<file path="src/rtl/generic_dpram_sc.sv">
// ----------------------------------------------------------------------------
// generic_dpram_sc
//
// Single-clock dual-port RAM used as the storage behind the synchronous FIFO.
// One synchronous write port, one read port with a registered read address and
// a combinational array read behind it. This gives one cycle of read latency
// and write-first behaviour when a write and a read capture hit the same word
// on the same edge.
//
// Parameters:
//   aw    - address width, depth is 2**aw words
//   dw    - data word width
//
// Ports:
//   clk   - clock for both ports, rising edge
//   rst   - synchronous active-low reset; clears the read address register and
//           blocks writes on that edge, memory contents are kept
//   rce   - read clock enable, captures raddr when high
//   oe    - output enable, combinationally forces dout to zero when low
//   raddr - read address
//   dout  - read data, mem[ra] gated by oe
//   wce   - write clock enable
//   we    - write enable, a write needs wce & we
//   waddr - write address
//   di    - write data
// ----------------------------------------------------------------------------
module generic_dpram_sc #(
    parameter int unsigned aw = 8,
    parameter int unsigned dw = 8
) (
    input  logic          clk,
    input  logic          rst,
    input  logic          rce,
    input  logic          oe,
    input  logic [aw-1:0] raddr,
    output logic [dw-1:0] dout,
    input  logic          wce,
    input  logic          we,
    input  logic [aw-1:0] waddr,
    input  logic [dw-1:0] di
);

    localparam int unsigned Depth = 1 << aw;

    // Storage is never reset; unwritten words stay undefined.
    logic [dw-1:0] mem [Depth];

    logic [aw-1:0] ra_q, ra_d;
    logic          mem_wr;

    // Reset wins over every enable on the same edge.
    always_comb begin
        mem_wr = rst & wce & we;
        ra_d   = ra_q;
        if (!rst) begin
            ra_d = '0;
        end else if (rce) begin
            ra_d = raddr;
        end
    end

    always_ff @(posedge clk) begin
        ra_q <= ra_d;
    end

    always_ff @(posedge clk) begin
        if (mem_wr) begin
            mem[waddr] <= di;
        end
    end

    // Reading the array continuously at the registered address makes a write
    // to the captured word visible right after its edge (write-first), even
    // when no new address is captured.
    always_comb begin
        dout = '0;
        if (oe) begin
            dout = mem[ra_q];
        end
    end

endmodule

</file>
<file path="config.mk">
export PLATFORM = sky130hd
export DESIGN_NAME = generic_dpram_sc
export DESIGN_NICKNAME = d
export VERILOG_FILES = /design/src/rtl/generic_dpram_sc.sv
export SDC_FILE = /design/constraint.sdc
export NUM_CORES = 2
export LEC_CHECK = 0
export BUFFER_PORTS_ARGS = -buffer_cell sky130_fd_sc_hd__clkbuf_2
export CAP_MARGIN = 10
export CORE_MARGIN = 8
export CORE_UTILIZATION = 55
export CTS_BUF_LIST = sky130_fd_sc_hd__clkbuf_16
export DETAILED_ROUTE_END_ITERATION = 6
export GPL_TIMING_DRIVEN = 0
export PLACE_DENSITY = 0.71
export SLEW_MARGIN = 0
export SYNTH_ARGS = -nofsm -noshare
export SYNTH_HDL_FRONTEND = slang
export SYNTH_SLANG_ARGS = --single-unit
export TNS_END_PERCENT = 5
</file>
<file path="constraint.sdc">
create_clock -name clk -period 3 [get_ports clk]
set_clock_uncertainty 0.1 [all_clocks]
set_input_delay 0.45 -clock clk [delete_from_list [all_inputs] [get_ports clk]]
set_output_delay 0.45 -clock clk [all_outputs]
set_load 0.1 [all_outputs]
</file>
Word-level counts from Yosys, hierarchy flattened
Memories as Yosys holds them, arrays and structs flattened. A register that Yosys moved wholly into a read port is not among the register bits.
Cells that the tools add are included.
{"block": "totals", "regBits": 8, "ramBits": 2048, "in_bits": 30, "out_inout_bits": 8, "memories": 1}
{"block": "classes", "mux": 5, "bitwise_logic": 2}
{"memory": "mem", "depth": 256, "word_bits": 8, "read_ports": 1, "rd_clocked_by_memory_dff": 1, "write_ports": 1, "line_no": "46", "rtl": "logic [dw-1:0] mem [Depth];"}
{"op": "2-to-1 mux 8 bit", "count": 3}
{"op": "bitwise AND 1 bit", "count": 2}
{"op": "2-to-1 mux 1 bit", "count": 2}

Longest topological paths before layout
{"block": "depth", "ltp_word": 4, "depth_mapped": 12, "mapped_depth_nobuf": 7}

Worst setup path after synthesis
Ideal clock, no wire load.
{"block": "synth_timing", "path_type": "reg-to-output", "startpoint": "reg (tool-made name)", "endpoint": "out dout[5]", "arrival_ns": 3.964, "required_time_ns": 2.450, "slack_ns": -1.514, "stages_incl_launch_ff": 11, "n_path_buf": 4, "cell_sequence": "dfxtp_1 buf_6 buf_8 buf_12 buf_8 mux2i_1 o221ai_2 nor3_1 a2111oi_0 nand3_1 o31ai_1"}
{"element": "end, declared", "line_no": "36", "rtl": "output logic [dw-1:0] dout,"}

==> results.json <==
{
  "port_buffers": 36,
  "die_w_um": 399,
  "cap_violations": 0,
  "hold_depth": 1,
  "clk_pin_slew_ns": 0.06,
  "fmax_mhz": 204,
  "power_density_mw_per_mm2": 643,
  "start_kind": "flop",
  "area_growth_pct": 18.1,
  "end_kind": "output pin",
  "synth_edf_count": 2048,
  "ys_types": 63,
  "syn-num-nets": 4059,
  "clock_sinks": 2064,
  "start_util_pct": 55.4,
  "critPathKind": "flop to output pin",
  "rows": 140,
  "cts_tree": "done",
  "tightest_slew_ns": 1.43,
  "worstPathArrival_ns": 4.35,
  "synth-seq-area-share_pct": 76.6,
  "post_drt_wl_per_cell_um": 45.3,
  "die_h_um": 399,
  "vias": 47600,
  "synth_area_mm2": 0.0807,
  "fin_crit_sh_pct": 163,
  "status": "finished with violations",
  "crit_fanout": 10,
  "ys_ff_latch": 2064,
  "netlist_instances": 4029,
  "design_area_mm2": 0.0953,
  "hpwlAfterDp_um": 195000,
  "core_area_mm2": 0.146,
  "fin_ws_ns": -1.90,
  "grt_max_degree": 153,
  "wl_met3_um": 47700,
  "peakVddDrop_uv": 518,
  "fp.dieArea_mm2": 0.159,
  "finalPower_mw": 61.3,
  "routed-wl-met2_um": 124000,
  "n_fill_cell": 9500,
  "clk_path_buf_depth": 3,
  "ys_async_sr_fraction_pct": 0,
  "wl_um": 297000,
  "drt-initial-drc-count": 9124,
  "hp-class": "input port to flop",
  "grt-ovfl-total": 0,
  "synth.avg_cell_area_um2": 20.0,
  "synth_warnings": 0,
  "via_per_inst": 7.26,
  "cts_buffers": 200,
  "track_usage_pct": 36.9,
  "synth.largest_area_cell": "edfxtp_1",
  "top_layer": "met5",
  "grt_pass1_wl_um": 390000,
  "power.leakage_nw": 29.5,
  "synth_area_leaders": "edfxtp_1 (76%), mux4_2 (9.7%), mux2i_1 (4.1%), nor2_1 (1.5%), o221ai_1 (0.79%)",
  "max_slew_margin_pct": 4.49,
  "fin_nets": 4496,
  "antenna_found_initial": 11,
  "first_pass_iters": 7,
  "setup_viol": 364,
  "drv_slew": 0,
  "grt_pass1_vias": 44800,
  "final_hold_viol_count": 0,
  "cts_max_level": 4,
  "drt-met1-wl_um": 97000,
  "ioPinCount": 38,
  "routabilityCongestion": 1.09,
  "clk_latency_ns": 0.88,
  "r2r_cells": 3,
  "violations": "design-rule violations, negative setup slack",
  "fin_crit_ns": 4.90,
  "rsz0062_at_grt": "true",
  "synth_flop_cell": "edfxtp_1",
  "drive_gt1_share_pct": 28.9,
  "drc": 17,
  "place_area_mm2": 0.0842,
  "crit_required_ns": 2.45,
  "cts_root_buf": "clkbuf_16",
  "ant_nets": 0,
  "yosysTopAreaCellShare_pct": 76.2
}
[where the power goes]
part           switching [mW]  leakage, nW  internal [mW]  total, mW
Sequential             0.0194         18.5           31.7       31.7
Clock                    11.3         3.17           13.0       24.3
Combinational            3.52         7.80           1.74       5.26
Total                    14.8         29.5           46.5       61.3
[Yosys cell counts (11+ instances only)]
master and instances:
nor4_1 15, buf_8 15, a21oi_1 56, o21ai_0 55, a211oi_1 45, edfxtp_1 2048
a31oi_1 11, nand4_1 13, buf_4 25, o221ai_1 73, buf_6 33, nand3_1 27
nor3_1 42, buf_12 16, buf_2 51, o22ai_1 96, clkbuf_1 86, nor2b_1 20
nor2_1 312, a22oi_1 44, nand2_1 126, dfxtp_1 16, mux4_2 348, mux2i_1 332
mux4_1 12
[placed cells by master, fill, tap and decap left out, types with 41 or more instances in the layout]
cell type,instances
edfxtp_1,2048
clkinv_1,52
mux4_2,350
clkbuf_16,214
buf_16,65
buf_4,138
nor2_2,48
nor2_1,260
buf_12,43
nand2_1,116
o22ai_1,76
buf_6,41
mux2i_1,310
buf_8,43
clkinv_2,44
[metrics by stage]
step	hold WS (ns)	TNS (ns)	setup WS (ns)	utilization, %	cells
after floorplan	0.387	-0.261	-0.197	-	4029
after global placement	0.410	-5698.33	-2.79	57.2	5982
after detailed placement	0.420	-1177.38	-2.61	57.8	6016
after CTS	0.0310	-17.09	-1.64	65.0	6515
after global routing	0.0622	-25.59	-1.75	65.4	6548
final	0.0230	-41.38	-1.90	65.4	6560
[worst max-delay path, cell delays in order (launching register included)]
cell and delay, ns:
dfxtp_2 0.39, inv_4 0.24, buf_6 0.32, clkbuf_8 0.34
buf_4 0.40, nand2_1 0.16, a31oi_2 0.40, o211ai_1 0.51
o22ai_4 0.41, clkbuf_16 0.25
[registers in the layout, indices dropped and copies added (netlist names), named ones only]
name,cells
mem,2048
ra_q,8
[kinds of logic (layout without fill, tap and decap cells)]
| kind of cell | count (synthesis) | in the layout | synth area share, % |
|---|---|---|---|
| multiplexers | 699 | 699 | 14.3 |
| other | 0 | 12 | 0 |
| flip-flops | 2064 | 2064 | 76.6 |
| AND/OR/NAND/NOR | 592 | 592 | 3.18 |
| buffers and inverters | 243 | 845 | 2.19 |
| AO/OA/AOI/OAI | 431 | 431 | 3.71 |
[layer usage]
metal	track usage, %	vias to the layer above
met5	0	-
met4	26.9	6
met3	15.1	1068
met2	51.9	4585
met1	46.3	24400
li1	-	17600
[area by class of cell]
class / count / area [µm²] / area share [%]
diodes: 12 / 30.0 / 0.0315
flip-flops and latches: 2064 / 61800 / 64.9
well taps: 1917 / 2400 / 2.52
multi-input cells: 1722 / 18700 / 19.6
clock inverters: 166 / 1220 / 1.28
plain buffers: 235 / 3290 / 3.46
inverters: 4 / 17.5 / 0.0184
repair buffers: 239 / 2780 / 2.92
clock buffers: 201 / 5030 / 5.28
[worst paths after layout]
check,start,to,slack [ns]
worst max-delay path,flop,dout[7],-1.90
worst min register to register,ra_q[3],flop,0.43
worst min-delay path,di[0],mem[90][0],0.02
worst max register to register,ra_q[1],flop,1.69
[timing repair]
action	CTS	global route
hold endpoints to repair	41	0
endpoints found under the setup margin	350	323
cloned	2	1
buffers inserted	120	31
gates resized for setup	713	69
hold buffers	13	0
pin swaps	59	29
(Power assumes the default switching activity.)
